[src/rtl/mem_port_master.sv]
// Queued initiator for one port of a synchronous two-port memory: request FIFO -> issue -> response FIFO.
// Optional feature macro MEM_PORT_MASTER_WRITE_ACK_EN: writes take a credit and return an ack response.
module mem_port_master #(
    parameter int DATA_W    = 16,
    parameter int ADDR_W    = 16,
    parameter int REQ_DEPTH = 4,
    parameter int RSP_DEPTH = 4
) (
    input  logic              clk,
    input  logic              reset,
    input  logic              req_valid,
    output logic              req_ready,
    input  logic              req_we,
    input  logic [ADDR_W-1:0] req_addr,
    input  logic [DATA_W-1:0] req_wdata,
    output logic              rsp_valid,
    input  logic              rsp_ready,
    output logic [DATA_W-1:0] rsp_rdata,
    output logic              rsp_is_write,
    output logic [ADDR_W-1:0] mem_A,
    output logic [DATA_W-1:0] mem_W,
    output logic              mem_Write,
    output logic              mem_Read,
    input  logic [DATA_W-1:0] mem_R,
    output logic              busy
);
    localparam int QA = $clog2(REQ_DEPTH);
    localparam int SA = $clog2(RSP_DEPTH);
    localparam int CW = SA + 2;
    localparam int QW = 1 + ADDR_W + DATA_W;
    localparam int SW = 1 + DATA_W;
`ifdef MEM_PORT_MASTER_WRITE_ACK_EN
    localparam logic WACK = 1'b1;
`else
    localparam logic WACK = 1'b0;
`endif

    logic [QW-1:0]     req_mem_q [REQ_DEPTH];
    logic [QA:0]       req_wp_q, req_wp_d, req_rp_q, req_rp_d;
    logic [SW-1:0]     rsp_mem_q [RSP_DEPTH];
    logic [SA:0]       rsp_wp_q, rsp_wp_d, rsp_rp_q, rsp_rp_d;
    logic [ADDR_W-1:0] mem_a_q, mem_a_d;
    logic [DATA_W-1:0] mem_w_q, mem_w_d;
    logic              mem_write_q, mem_write_d;
    logic              mem_read_q, mem_read_d;
    logic              s2_vld_q, s2_vld_d;
    logic              s2_we_q, s2_we_d;
    logic [DATA_W-1:0] s2_wdata_q, s2_wdata_d;

    logic              req_empty_s, req_full_s, rsp_empty_s;
    logic              req_push_s, rsp_push_s, rsp_pop_s;
    logic              head_we_s;
    logic [ADDR_W-1:0] head_addr_s;
    logic [DATA_W-1:0] head_wdata_s;
    logic [SA:0]       rsp_cnt_s;
    logic [CW-1:0]     used_s;
    logic              credit_ok_s, issue_rd_s, issue_wr_s, issue_s, s1_vld_s;
    logic [SW-1:0]     rsp_head_s, rsp_in_s;

    // Credits count response slots already filled plus ops still travelling through the memory.
    always_comb begin
        req_empty_s  = (req_wp_q == req_rp_q);
        req_full_s   = (req_wp_q[QA] != req_rp_q[QA]) && (req_wp_q[QA-1:0] == req_rp_q[QA-1:0]);
        rsp_empty_s  = (rsp_wp_q == rsp_rp_q);
        {head_we_s, head_addr_s, head_wdata_s} = req_mem_q[req_rp_q[QA-1:0]];
        s1_vld_s     = mem_read_q | (WACK & mem_write_q);
        rsp_cnt_s    = rsp_wp_q - rsp_rp_q;
        used_s       = CW'(rsp_cnt_s) + CW'(s1_vld_s) + CW'(s2_vld_q);
        credit_ok_s  = (used_s < CW'(RSP_DEPTH));
        issue_rd_s   = !req_empty_s && !head_we_s && credit_ok_s;
        issue_wr_s   = !req_empty_s && head_we_s && (!WACK || credit_ok_s);
        issue_s      = issue_rd_s | issue_wr_s;
        req_push_s   = req_valid && !req_full_s;
        rsp_pop_s    = !rsp_empty_s && rsp_ready;
        rsp_push_s   = s2_vld_q;
        rsp_in_s     = {s2_we_q, (s2_we_q ? s2_wdata_q : mem_R)};
        rsp_head_s   = rsp_mem_q[rsp_rp_q[SA-1:0]];
    end

    always_comb begin
        mem_a_d     = mem_a_q;
        mem_w_d     = mem_w_q;
        if (issue_s) begin
            mem_a_d = head_addr_s;
            mem_w_d = head_wdata_s;
        end else begin
            mem_a_d = mem_a_q;
            mem_w_d = mem_w_q;
        end
        mem_read_d  = issue_rd_s;
        mem_write_d = issue_wr_s;
        s2_vld_d    = s1_vld_s;
        s2_we_d     = WACK & mem_write_q;
        s2_wdata_d  = mem_w_q;
        req_wp_d    = req_push_s ? (req_wp_q + {{QA{1'b0}}, 1'b1}) : req_wp_q;
        req_rp_d    = issue_s    ? (req_rp_q + {{QA{1'b0}}, 1'b1}) : req_rp_q;
        rsp_wp_d    = rsp_push_s ? (rsp_wp_q + {{SA{1'b0}}, 1'b1}) : rsp_wp_q;
        rsp_rp_d    = rsp_pop_s  ? (rsp_rp_q + {{SA{1'b0}}, 1'b1}) : rsp_rp_q;
    end

    always_ff @(posedge clk or posedge reset) begin
        if (reset) begin
            req_wp_q    <= '0;
            req_rp_q    <= '0;
            rsp_wp_q    <= '0;
            rsp_rp_q    <= '0;
            mem_a_q     <= '0;
            mem_w_q     <= '0;
            mem_write_q <= 1'b0;
            mem_read_q  <= 1'b0;
            s2_vld_q    <= 1'b0;
            s2_we_q     <= 1'b0;
            s2_wdata_q  <= '0;
        end else begin
            req_wp_q    <= req_wp_d;
            req_rp_q    <= req_rp_d;
            rsp_wp_q    <= rsp_wp_d;
            rsp_rp_q    <= rsp_rp_d;
            mem_a_q     <= mem_a_d;
            mem_w_q     <= mem_w_d;
            mem_write_q <= mem_write_d;
            mem_read_q  <= mem_read_d;
            s2_vld_q    <= s2_vld_d;
            s2_we_q     <= s2_we_d;
            s2_wdata_q  <= s2_wdata_d;
        end
    end

    // FIFO storage needs no reset: entries are only observed between the pointers.
    always_ff @(posedge clk) begin
        if (req_push_s) begin
            req_mem_q[req_wp_q[QA-1:0]] <= {req_we, req_addr, req_wdata};
        end
        if (rsp_push_s) begin
            rsp_mem_q[rsp_wp_q[SA-1:0]] <= rsp_in_s;
        end
    end

    assign req_ready    = !req_full_s;
    assign rsp_valid    = !rsp_empty_s;
    assign rsp_rdata    = rsp_empty_s ? {DATA_W{1'b0}} : rsp_head_s[DATA_W-1:0];
    assign rsp_is_write = !rsp_empty_s & rsp_head_s[DATA_W];
    assign mem_A        = mem_a_q;
    assign mem_W        = mem_w_q;
    assign mem_Write    = mem_write_q;
    assign mem_Read     = mem_read_q;
    assign busy         = !req_empty_s | s1_vld_s | s2_vld_q | !rsp_empty_s;

endmodule
[config.mk]
export PLATFORM = sky130hd
export DESIGN_NAME = mem_port_master
export DESIGN_NICKNAME = d
export VERILOG_FILES = /design/src/rtl/mem_port_master.sv
export SDC_FILE = /design/constraint.sdc
export NUM_CORES = 1
export LEC_CHECK = 0
export BUFFER_PORTS_ARGS = -buffer_cell sky130_fd_sc_hd__buf_2
export CAP_MARGIN = 10
export CORE_MARGIN = 1
export CORE_UTILIZATION = 58
export CTS_CLUSTER_SIZE = 28
export DETAILED_ROUTE_END_ITERATION = 10
export GPL_ROUTABILITY_DRIVEN = 0
export PLACE_DENSITY = 0.79
export SLEW_MARGIN = 20
export SYNTH_ARGS = -nofsm -noshare
export SYNTH_HDL_FRONTEND = slang
export SYNTH_SLANG_ARGS = --single-unit
[constraint.sdc]
create_clock -name clk -period 3.1 [get_ports clk]
set_input_delay 0.31 -clock clk [delete_from_list [all_inputs] [get_ports clk]]
set_output_delay 0.31 -clock clk [all_outputs]
set_load 0.005 [all_outputs]
== Yosys cells after proc, flatten, opt, wreduce, memory -nomap -nowiden ==
Memory sizes are Yosys's and may differ from the RTL's.
Cells that the tools add are included.

* Muxes and demuxes: 5
* Bitwise gates (word level): 5
* Order comparisons: 1
* $add $sub $neg: 7
* Reduce and logical (&&, ||, !) cells: 10
* Eq/ne operators: 4

{| class="wikitable"
|+ Operators by type and width
! kind !! count
|-
| 16-bit 2-to-1 mux || 1
|-
| 3-bit by 1-bit adder with 3-bit output (second input constant) || 4
|-
| 3-bit == test || 2
|-
| 1-bit logical AND || 6
|-
| 3-bit by 1-bit adder with 4-bit output || 1
|-
| 4-bit by 1-bit adder with 4-bit output || 1
|-
| 1-bit logical NOT || 4
|-
| 4-bit by 3-bit less-than comparator with 1-bit output (second input constant) || 1
|-
| 1-bit 2-to-1 mux || 4
|-
| 1-bit bitwise OR || 4
|-
| 3-bit subtractor || 1
|-
| 2-bit == test || 1
|-
| 1-bit bitwise AND (second input constant) || 1
|-
| 1-bit != test || 1
|}

* Memories: 2
* Word-level logic and storage cells: 43
* Input bits: 53
* Output and inout bits: 54
* Flip-flop bits (word level): 47
* Bits in writable memories: 196

{| class="wikitable"
|+ Memories
! memory !! words !! width !! rd ports !! clocked after memory_dff !! wr ports !! RTL line !! text
|-
| req_mem_q || 4 || 33 || 1 || 0 || 1 || 38 || <nowiki>logic [QW-1:0] req_mem_q [REQ_DEPTH];</nowiki>
|-
| rsp_mem_q || 4 || 16 || 1 || 0 || 1 || 40 || <nowiki>logic [SW-1:0] rsp_mem_q [RSP_DEPTH];</nowiki>
|}

== Depth between registers and ports, before layout ==
Gate-level depths: netlist of run 1.

* Depth after elaboration: 6
* Depth in mapped cells: 9
* Gate-level depth less buffers: 8

== Least setup slack after synthesis of run 1 ==
Ideal clock, no wire load.

* Path kind: register -> register
* Start point: reg req_rp_q[1]
* End point: mem req_mem_q[3][0] (netlist name) (enable)
* Setup time: 0.395 ns
* Path buffers: 1
* Setup slack: 0.751 ns
* Data required time: 2.705 ns
* Cell stages (with the launch flop): 5
* Data arrival time: 1.954 ns
* Cell sequence: dfrtp_1 buf_4 xnor2_1 a31oi_1 and2_1

* Longest elaborated chain between the ends: 6

{| class="wikitable"
|+ RTL lines
! what !! RTL line !! text
|-
| start, declared || 39 || <nowiki>logic [QA:0] req_wp_q, req_wp_d, req_rp_q, req_rp_d;</nowiki>
|-
| start signal, assigned || 116 || <nowiki>req_rp_q <= req_rp_d;</nowiki>
|-
| 2-bit == test || 63 || <nowiki>req_full_s = (req_wp_q[QA] != req_rp_q[QA]) && (req_wp_q[QA-1:0] == req_rp_q[QA-1:0]);</nowiki>
|-
| 1-bit logical AND || 63 ||
|-
| 1-bit logical NOT || 73 || <nowiki>req_push_s = req_valid && !req_full_s;</nowiki>
|-
| 1-bit logical AND || 73 ||
|-
| 1-bit 2-to-1 mux || 131 || <nowiki>if (req_push_s) begin</nowiki>
|-
| 1-bit 2-to-1 mux (not written as such) || 132 || <nowiki>req_mem_q[req_wp_q[QA-1:0]] <= {req_we, req_addr, req_wdata};</nowiki>
|-
| end, declared || 38 ||
|}

Every way passes these cells.

== Final worst setup path of run 1 ==
* Start point: reg rsp_wp_q[0]
* End point: reg mem_w_q[5] (netlist: mem_W[5])

* Longest elaborated chain between the ends: 6

{| class="wikitable"
|+ RTL lines
! what !! RTL line !! text
|-
| start, declared || 41 || <nowiki>logic [SA:0] rsp_wp_q, rsp_wp_d, rsp_rp_q, rsp_rp_d;</nowiki>
|-
| start signal, assigned || 117 || <nowiki>rsp_wp_q <= rsp_wp_d;</nowiki>
|-
| 3-bit subtractor || 67 || <nowiki>rsp_cnt_s = rsp_wp_q - rsp_rp_q;</nowiki>
|-
| 3-bit by 1-bit adder with 4-bit output || 68 || <nowiki>used_s = CW'(rsp_cnt_s) + CW'(s1_vld_s) + CW'(s2_vld_q);</nowiki>
|-
| 4-bit by 1-bit adder with 4-bit output || 68 ||
|-
| 4-bit by 3-bit less-than comparator with 1-bit output || 69 || <nowiki>credit_ok_s = (used_s < CW'(RSP_DEPTH));</nowiki>
|-
| 1-bit logical AND || 70 || <nowiki>issue_rd_s = !req_empty_s && !head_we_s && credit_ok_s;</nowiki>
|-
| 1-bit bitwise OR || 72 || <nowiki>issue_s = issue_rd_s | issue_wr_s;</nowiki>
|-
| end signal, assigned || 120 || <nowiki>mem_w_q <= mem_w_d;</nowiki>
|-
| end, declared || 43 || <nowiki>logic [DATA_W-1:0] mem_w_q, mem_w_d;</nowiki>
|}

Every way passes these cells.
A chain may end at the register's enable or synchronous reset.

==> summary.md, run 1 <==
| Metric | Value |
|---|---|
| XOR/XNOR share of the synthesized area | `0.01280` |
| Startpoint Class | `flip-flop` |
| Initial antenna violation count | `1` |
| Synthesized flop and latch total | `243` |
| Final wirelength | `16,340 um` |
| Clk_lat worst skew | `0.51 ns` |
| Worst slew pin tran | `0.8756 ns` |
| GRT met1 Usage | `0.2487` |
| Routing usage on met2 | `0.3666` |
| DIE WIDTH | `128.5 um` |
| Critical Path Sink Type | `flip-flop` |
| # DRC | `0` |
| Via Count | `4,419` |
| Met3 Use GR | `0.04449` |
| Avg Inst Size Synth | `21.75 um2` |
| Final hold vios | `0` |
| Most numerous cell in the Yosys netlist | `edfxtp_1` |
| GRT Total Usage | `0.2046` |
| Critical Path RT | `3.48 ns` |
| Final nets | `619` |
| WL/cell | `20.93 um` |
| Slew Limit Fails | `0` |
| Antenna cells | `0` |
| CTS Root Cell | `clkbuf_16` |
| Synth top cells by count | `edfxtp_1, mux4_2, dfrtp_1, mux2_2, and2_1` |
| Port Buf Inserts | `105` |
| Final min period | `2.561 ns` |
| Post-synthesis mux area share | `0.1622` |
| Vias in the first global route | `4,619` |
| Synth unique cells | `31` |
| Largest family of logic cells by synthesized area | `multiplexers` |
| Die Ht | `128.5 um` |
| Pre-antenna DRT Iters | `4` |
| CP Data Arrival Time | `2.94 ns` |
| Final ANT Viol Nets | `0` |
| Worst setup path class | `reg2reg` |
| Sequential area share after synthesis | `0.7604` |
| Die area | `16,520 um2` |
| Worst Hold Class | `in2reg` |
| Cell Pwr Density | `1082 nW/um2` |
| Status | `complete, no violations` |
| HPWL Detailed | `9865 um` |
| Number of flops mapped to enable cells by yosys | `196` |
| Simple-gate share of the synthesized area | `0.02210` |
| Endpoints failing setup | `0` |
| Gr ovfl total | `0` |
| Post-Synth Adder-Cell Area | `0.01967` |
| CTS Sinks | `243` |
| Most Used Layer, Global Route | `met2` |
| Mean number of vias per cell | `5.658` |
| Core area | `15,430 um2` |
| First-pass GRT wire length | `24,790 um` |
| Peak VDD IR | `0.8842 mV` |
| RSZ-0062 raised after global routing | `no` |
| Setup bufs post-CTS | `0` |
| Setup TNS | `0 ns` |
| Syn nets | `494` |
| Fmax | `390.4 MHz` |
| Io pins | `107` |
| Pleak | `0.003988 uW` |
| Synth Flop Type | `edfxtp_1` |
| Area Growth Syn to Fin | `17.22%` |
| Layout cells sized above 1 | `0.4158` |
| Top post-synthesis cells by area | `edfxtp_1, dfrtp_1, mux4_2` |
| Total CTS buffers | `24` |
| Yosys top cell area share | `0.6338` |
| Fin util | `0.7056` |
| Final Skew | `0.01121 ns` |
| H-tree depth | `1` |
| CTS Buffer Depth | `3` |
| Period utilization | `0.8263` |
| CTS tree | `yes` |
| Post-synthesis compound-gate area fraction | `0.006602` |
| Synthesized area | `9286 um2` |
| Row Count | `45` |
| Max cap viols | `0` |
| Effective utilization at floorplan | `0.6019` |
| Cells after Synth | `427` |
| CP Max Fanout | `28` |
| Synth area leader | `edfxtp_1` |
| Clk pin slew, worst setup/hold paths | `0.06 ns` |
| Largest net degree at the start of global routing | `35` |
| Yosys warns | `0` |
| Synth async-reset ratio | `0.1934` |
| Relative slew slack | `0.4163` |
| Drt first-iter violations | `253` |
-- layout make-up --
type                    instances  area (um2)
multi-input cells             156        2083
repair buffers                118       665.6
fillers                       990        4542
clock inverters                 6       60.06
well taps                     211       264.0
inverters                       9       33.78
flip-flops and latches        243        7064
clock buffers                  38       714.4
-- power by group --
group | leakage (uW) | switching (uW) | total [uW] | internal (uW)
combinational | 0.00127 | 1970 | 4140 | 2170
clock | 0.000381 | 1130 | 2800 | 1670
sequential | 0.00234 | 380 | 4840 | 4460
-- registers in the layout, summed over array words and instances, names as in the netlist --
signal / count
req_rp_q: 3
rsp_push_s: 1
rsp_wp_q: 3
rsp_rp_q: 3
mem_A: 16
req_wp_q: 3
mem_Read: 1
mem_W: 16
mem_Write: 1
rsp_mem_q: 64
req_mem_q: 132
-- repair_timing --
item                                   4_1_cts  5_1_grt
endpoints found under the hold margin       33        1
gates resized for setup                      0        0
hold buffers                                 1        1
-- cells in the final DEF (no fill, tap or decap), types with 3 or more instances in the layout --
cell / Yosys / final
and2_1: 24 / 20
and2_2: 0 / 4
buf_12: 0 / 3
buf_2: 6 / 105
buf_4: 3 / 8
clkbuf_1: 7 / 9
clkbuf_16: 0 / 25
clkbuf_8: 0 / 4
clkinv_2: 0 / 3
dfrtp_1: 47 / 45
edfxtp_1: 196 / 196
ha_1: 13 / 13
inv_1: 9 / 8
mux2_1: 6 / 6
mux2_2: 30 / 30
mux4_2: 48 / 48
nand2_1: 4 / 4
nand3_1: 3 / 3
xnor2_1: 6 / 6
xor2_1: 5 / 5
-- metrics by stage --
| step | instance area, um2 | total power [uW] | cells | hold WS, ns | worst slack [ns] |
|---|---|---|---|---|---|
| after floorplan | 9286 | 7787 | 427 | 0.4089 | 0.7511 |
| after global placement | 10090 | 8869 | 735 | 0.4485 | 0.6987 |
| after detailed placement | 10090 | 9049 | 735 | 0.4386 | 0.5520 |
| after CTS | 10880 | 11900 | 780 | 0.001996 | 0.5275 |
| after global routing | 10890 | 12380 | 781 | 0.0006691 | 0.3792 |
| final | 10890 | 11770 | 781 | 0.01627 | 0.5386 |
-- cells by family after synthesis --
group / Yosys count
xor+xnor: 12
compound gates: 8
simple gates: 35
buf+inv: 28
flops: 243
fa+ha+maj: 14
mux: 86
other cells: 1
-- worst max-delay path: stages (launching register included) --
cell     delay (ns)
dfrtp_1        0.42
inv_1          0.12
ha_1           0.24
fa_1           0.37
xnor3_1        0.22
o21ai_2        0.10
a21oi_4        0.31
buf_12         0.25
mux2_1         0.37
-- routing by layer --
layer  share of wire  vias to the layer above  routed length, um
met2            0.53                      146               8650
met1            0.40                     2298               6512
met4           0.021                        2                337
met5         0.00049                        -                  8
met3           0.051                       28                835
li1                -                     1945                  -
-- path summary, 6_finish.rpt --
path / from / to / slack (ns) / cells after the start
setup reg to reg: rsp_wp_q[0] / mem_W[5] / 0.54 / 8
min in group asynchronous: reset / rsp_wp_q[2] / 0.52 / 3
setup / recovery: rsp_wp_q[0] / mem_W[5] / 0.54 / 8
hold reg to reg: mem_Read / rsp_push_s / 0.46 / 0
max in group asynchronous: reset / mem_A[1] / 1.86 / 4
hold / removal: req_addr[5] / req_mem_q[1][21] / 0.02 / 1
Power figures use the tool's default switching activity.
==> inputs of run 2 (changes only) <==
==> constraint.sdc (replaced) <==
create_clock -name clk -period 2.6 [get_ports clk]
set_input_delay 0.26 -clock clk [delete_from_list [all_inputs] [get_ports clk]]
set_output_delay 0.26 -clock clk [all_outputs]
set_load 0.005 [all_outputs]
==> summary.md, run 2 (synthesis results as in run 1) <==
| Metric | Value |
|---|---|
| Area Growth Syn to Fin | `23.31%` |
| Period utilization | `0.9352 (+0.1090)` |
| GRT Total Usage | `0.2199 (+0.01533)` |
| Pre-antenna DRT Iters | `4 (unchanged)` |
| CTS Root Cell | `clkbuf_16` |
| Max cap viols | `0 (unchanged)` |
| Clk_lat worst skew | `0.51 ns (about the same)` |
| Drt first-iter violations | `288 (+14%)` |
| Worst Hold Class | `in2reg` |
| Total CTS buffers | `24 (unchanged)` |
| Critical Path RT | `2.98 ns (-0.50 ns)` |
| Status | `complete, no violations` |
| Initial antenna violation count | `0 (-1)` |
| Port Buf Inserts | `105 (unchanged)` |
| Mean number of vias per cell | `5.467 (-3.4%)` |
| H-tree depth | `1 (unchanged)` |
| Largest net degree at the start of global routing | `34 (-2.9%)` |
| Hold_buf cts | `50 (+49)` |
| Startpoint Class | `flip-flop` |
| Hold EP | `rsp_rp_q[2]` |
| # DRC | `0 (unchanged)` |
| CTS Buffer Depth | `3 (unchanged)` |
| Vias in the first global route | `5,062 (+9.6%)` |
| CP Data Arrival Time | `2.81 ns (-0.13 ns)` |
| Final min period | `2.432 ns (-0.1298 ns)` |
| Io pins | `107 (unchanged)` |
| First-pass GRT wire length | `27,050 um (+9.1%)` |
| Slew Limit Fails | `0 (unchanged)` |
| Peak VDD IR | `1.079 mV (+22%)` |
| Final Skew | `0.009328 ns (-0.001885 ns)` |
| DIE WIDTH | `128.5 um (unchanged)` |
| Setup TNS | `0 ns (unchanged)` |
| Core area | `15,430 um2 (unchanged)` |
| CTS Sinks | `243 (unchanged)` |
| CTS tree | `yes` |
| HPWL Detailed | `9820 um (-0.46%)` |
| CTS resizes | `0 (unchanged)` |
| Layout cells sized above 1 | `0.3949 (-0.02089)` |
| Endpoints failing setup | `0 (unchanged)` |
| CP Max Fanout | `28 (unchanged)` |
| Fmax | `411.3 MHz (+5.3%)` |
| Setup bufs post-CTS | `0 (unchanged)` |
| Final hold vios | `0 (unchanged)` |
| Via Count | `4,587 (+3.8%)` |
| Worst setup path class | `reg2reg` |
| Most frequent cells in the layout | `edfxtp_1, buf_2, dlygate4sd3_1` |
| RSZ-0062 raised after global routing | `no` |
| Effective utilization at floorplan | `0.6019 (unchanged)` |
| Commonest non-fill, non-tap cell in the layout | `edfxtp_1` |
| Hold depth | `3 (+2)` |
| FF-to-FF Start | `rsp_wp_q[0]` |
| Antenna cells | `0 (unchanged)` |
| Hold_sp | `rsp_ready` |
| R2R Setup Slk | `0.17 ns (-0.37 ns)` |
| Pleak | `0.004240 uW (+6.3%)` |
| Final nets | `677 (+9.4%)` |
| Row Count | `45 (unchanged)` |
| Die Ht | `128.5 um (unchanged)` |
| Gr ovfl total | `0 (unchanged)` |
| Largest register FFs | `132 (unchanged)` |
| Cell Pwr Density | `1239 nW/um2 (+15%)` |
| Clk pin slew, worst setup/hold paths | `0.06 ns (about the same)` |
| Worst Reg2Reg Path Length in Cells | `8 (unchanged)` |
| Post-route insts no fill | `839 (+7.4%)` |
| Final ANT Viol Nets | `0 (unchanged)` |
| Final wirelength | `17,130 um (+4.8%)` |
| Crit Reg-Reg Endpoint | `mem_A[6]` |
| WL/cell | `20.41 um (-2.4%)` |
| Placed cells | `745 (+1.4%)` |
| Die area | `16,520 um2 (unchanged)` |
| Critical Path Sink Type | `flip-flop` |
## run 2: cell count changes in the layout (fill, tap and decap cells not counted), sizes merged
| cell | before | now |
|---|---|---|
| buf | 116 | 126 |
| inv | 10 | 9 |
| dlygate4sd3 | 2 | 50 |
| clkbuf | 38 | 35 |
| clkinv | 4 | 7 |
| clkinvlp | 0 | 1 |
## run 2: routing by layer
metal,wire [um],GRT usage,part of all wire,up-vias
met5,0,0,0,-
met4,312,0.07543,0.018,0
met3,922,0.04075,0.054,30
met2,9043,0.3889,0.53,144
met1,6850,0.2753,0.40,2361
li1,-,-,-,2052
## run 2: layout make-up
| class | count | area, um2 |
|---|---|---|
| multi-input combinational | 156 | 2083 |
| clock buffer | 35 | 703.2 |
| inverter | 9 | 33.78 |
| fill | 895 | 3976 |
| timing repair buffer | 176 | 1234 |
| clock inverter | 9 | 68.82 |
| tap | 211 | 264.0 |
| sequential | 243 | 7064 |
## run 2: how the worst max path moves through the flow
stage	start	end	slack, ns	depth (start not counted)
2_1_floorplan	req_rp_q[1]	req_mem_q[3][0]	0.25	4
3_3_place_gp	rsp_wp_q[0]	mem_W[0]	0.35	8
3_5_place_dp	rsp_wp_q[0]	mem_A[5]	0.25	8
4_1_cts	rsp_wp_q[0]	mem_A[5]	0.14	8
5_1_grt	rsp_wp_q[0]	mem_A[6]	0.06	8
6_report	rsp_wp_q[0]	mem_A[6]	0.17	8
## run 2: worst max-delay path: stages (launching register included)
cell and delay (ns):
dfrtp_1 0.40, inv_1 0.10, ha_1 0.21, fa_1 0.41, xnor3_1 0.28, o21ai_2 0.12, a21oi_4 0.20, buf_12 0.23
mux2_1 0.36
## run 2: report_power, final
| part | internal, uW | leakage [uW] | switching [uW] | total [uW] |
|---|---|---|---|---|
| clock | 1970 | 0.000379 | 1360 | 3330 |
| combinational | 2730 | 0.00152 | 2390 | 5120 |
| sequential | 5310 | 0.00234 | 428 | 5740 |
| total | 10000 | 0.00424 | 4180 | 14200 |
## run 2: through the flow
step	setup slack (ns)	utilization	total power, uW	instance area, um2	hold slack (ns)
3_3_place_gp	0.3476	0.6598	10660	10180	0.3019
4_1_cts	0.1368	0.7423	14320	11450	0.04521
3_5_place_dp	0.2528	0.6598	10870	10180	0.3124
5_1_grt	0.05514	0.7423	14960	11450	0.06886
2_1_floorplan	0.2511	-	9285	9286	0.3589
6_report	0.1685	0.7423	14190	11450	0.06210
==> inputs of run 3 (changes only) <==
--- a/config.mk
+++ b/config.mk
@@ -6,13 +6,14 @@
 export NUM_CORES = 1
 export LEC_CHECK = 0
 export BUFFER_PORTS_ARGS = -buffer_cell sky130_fd_sc_hd__buf_2
-export CAP_MARGIN = 10
+export CAP_MARGIN = 20
 export CORE_MARGIN = 1
 export CORE_UTILIZATION = 58
 export CTS_CLUSTER_SIZE = 28
 export DETAILED_ROUTE_END_ITERATION = 10
 export GPL_ROUTABILITY_DRIVEN = 0
 export PLACE_DENSITY = 0.79
+export REMOVE_ABC_BUFFERS = 1
 export SLEW_MARGIN = 20
 export SYNTH_ARGS = -nofsm -noshare
 export SYNTH_HDL_FRONTEND = slang
==> summary.md, run 3 (synthesis results as in run 1) <==
| Metric | Value |
|---|---|
| Placed cells | `744 (-0.13%)` |
| Logic pwr share | `0.356 (-0.005)` |
| Final nets | `677 (unchanged)` |
| Largest register FFs | `132 (unchanged)` |
| CP Data Arrival Time | `2.79 ns (-0.02 ns)` |
| Setup TNS | `0 ns (unchanged)` |
| Period utilization | `0.9225 (-0.01271)` |
| Core area | `15,430 um2 (unchanged)` |
| Layout cells sized above 1 | `0.4022 (+0.007321)` |
| Port Buf Inserts | `105 (unchanged)` |
| Worst Reg2Reg Path Length in Cells | `9 (+1)` |
| Final min period | `2.399 ns (-0.03303 ns)` |
| Vias in the first global route | `5,154 (+1.8%)` |
| Final Skew | `0.01558 ns (+0.006250 ns)` |
| H-tree depth | `1 (unchanged)` |
| Worst setup path class | `reg2reg` |
| Final ANT Viol Nets | `0 (unchanged)` |
| Worst slew pin tran | `0.6002 ns` |
| Worst Hold Class | `in2reg` |
| Slew Limit Fails | `0 (unchanged)` |
| Setup bufs post-CTS | `0 (unchanged)` |
| Antenna cells | `0 (unchanged)` |
| Area Growth Syn to Fin | `23.75%` |
| Die Ht | `128.5 um (unchanged)` |
| Clock share of power | `0.246 (+0.011)` |
| Fillers | `904 (+1.0%)` |
| Critical Path RT | `2.99 ns (about the same)` |
| Endpoints failing setup | `0 (unchanged)` |
| CTS Sinks | `243 (unchanged)` |
| Die area | `16,520 um2 (unchanged)` |
| First-pass GRT wire length | `27,870 um (+3.0%)` |
| Final wirelength | `18,250 um (+6.6%)` |
| CP Max Fanout | `14 (-50%)` |
| HPWL Detailed | `10,280 um (+4.6%)` |
| Switch share | `0.3001 (+0.005635)` |
| Drt first-iter violations | `310 (+7.6%)` |
| Via Count | `4,624 (+0.81%)` |
| FF-to-FF Start | `rsp_wp_q[0]` |
| Final hold vios | `0 (unchanged)` |
| Row Count | `45 (unchanged)` |
| GRT Total Usage | `0.2320 (+0.01214)` |
| Post-route insts no fill | `840 (+0.12%)` |
| DIE WIDTH | `128.5 um (unchanged)` |
| Mean number of vias per cell | `5.505 (+0.69%)` |
| Largest net degree at the start of global routing | `35 (+2.9%)` |
| Peak VDD IR | `0.8335 mV (-23%)` |
| Io pins | `107 (unchanged)` |
| Startpoint Class | `flip-flop` |
| Flop pwr share | `0.398 (-0.007)` |
| Crit path to | `mem_A[10]` |
| Switching Power | `4350 uW (+4.1%)` |
| Commonest non-fill, non-tap cell in the layout | `edfxtp_1` |
| Relative slew slack | `0.5980` |
| RSZ-0062 raised after global routing | `no` |
| Clk pin slew, worst setup/hold paths | `0.06 ns (about the same)` |
| Crit Reg-Reg Endpoint | `mem_A[10]` |
| Total CTS buffers | `25 (+4.2%)` |
| # DRC | `0 (unchanged)` |
| WL/cell | `21.73 um (+6.4%)` |
| CTS Root Cell | `clkbuf_16` |
| Status | `complete, no violations` |
| Gr ovfl total | `0 (unchanged)` |
| Fmax | `416.9 MHz (+1.4%)` |
| Clk_lat worst skew | `0.52 ns (about the same)` |
| Pre-antenna DRT Iters | `4 (unchanged)` |
| R2R Setup Slk | `0.20 ns (+0.03 ns)` |
| Pleak | `0.004266 uW (+0.61%)` |
| Initial antenna violation count | `0 (unchanged)` |
| Effective utilization at floorplan | `0.6019 (unchanged)` |
| Pint | `10,140 uW (+1.3%)` |
| WHS | `0.05760 ns (-0.004507 ns)` |
| Cell Pwr Density | `1261 nW/um2 (+1.7%)` |
| CTS Buffer Depth | `3 (unchanged)` |
| CTS tree | `yes` |
| Most frequent cells in the layout | `edfxtp_1, buf_2, dlygate4sd3_1` |
| Critical Path Sink Type | `flip-flop` |
| Max cap viols | `0 (unchanged)` |
| Critical Path Start | `rsp_wp_q[0]` |
## run 3: final cells by class
| class | count | area, um2 | area share |
|---|---|---|---|
| Tap cell | 211 | 264.0 | 0.02297 |
| Multi-Input combinational cell | 156 | 2083 | 0.1813 |
| Timing Repair Buffer | 175 | 1217 | 0.1059 |
| Clock inverter | 16 | 175.2 | 0.01524 |
| Clock buffer | 30 | 654.4 | 0.05694 |
| Sequential cell | 243 | 7064 | 0.6147 |
| Inverter | 9 | 33.78 | 0.002940 |
## run 3: repair_timing
action                                  4_1_cts  5_1_grt
hold buffers                                 50        0
endpoints found under the setup margin        0        1
resized for setup                             0        1
hold endpoints to repair                    209        0
## run 3: how the worst min path moves through the flow
stage	to	startpoint	slack [ns]	cells after the start
after floorplan	req_mem_q[0][0]	req_wdata[0]	0.36	0
after global placement	mem_A[2]	reset	0.24	2
after detailed placement	mem_W[6]	reset	0.24	2
after CTS	rsp_rp_q[2]	rsp_ready	0.05	3
after global routing	rsp_rp_q[2]	rsp_ready	0.07	3
final	rsp_rp_q[2]	rsp_ready	0.06	3
## run 3: through the flow
step | utilization | worst slack, ns | total power [uW] | area (um2)
final | 0.7449 | 0.2015 | 14490 | 11490
after floorplan | - | -0.8569 | 9028 | 9174
after CTS | 0.7447 | 0.1025 | 14560 | 11490
after detailed placement | 0.6585 | 0.1993 | 10920 | 10160
after global placement | 0.6585 | 0.2941 | 10670 | 10160
after global routing | 0.7449 | 0.07719 | 15220 | 11490
## run 3: layer usage
layer,routed length [um],part of all wire,global-route usage
met1,6974,0.38,0.2705
met2,9961,0.55,0.4334
met3,843,0.046,0.04574
met4,473,0.026,0.07059
met5,0,0,0
## run 3: power groups by stage
| stage | logic (uW) | registers (uW) | clock network [uW] |
|---|---|---|---|
| final | 5160 | 5770 | 3560 |
| after global routing | 5610 | 5850 | 3750 |
| after CTS | 5210 | 5760 | 3590 |
| after detailed placement | 5120 | 5800 | 0 |
| after global placement | 4940 | 5730 | 0 |
| after floorplan | 3050 | 5980 | 0 |
## run 3: critical path: stages, from the launching register on
cell     delay [ns]
dfrtp_1        0.41
inv_1          0.10
ha_1           0.31
inv_1          0.05
ha_1           0.28
a21oi_1        0.16
o21ai_2        0.12
a21oi_4        0.19
buf_4          0.27
mux2_2         0.37
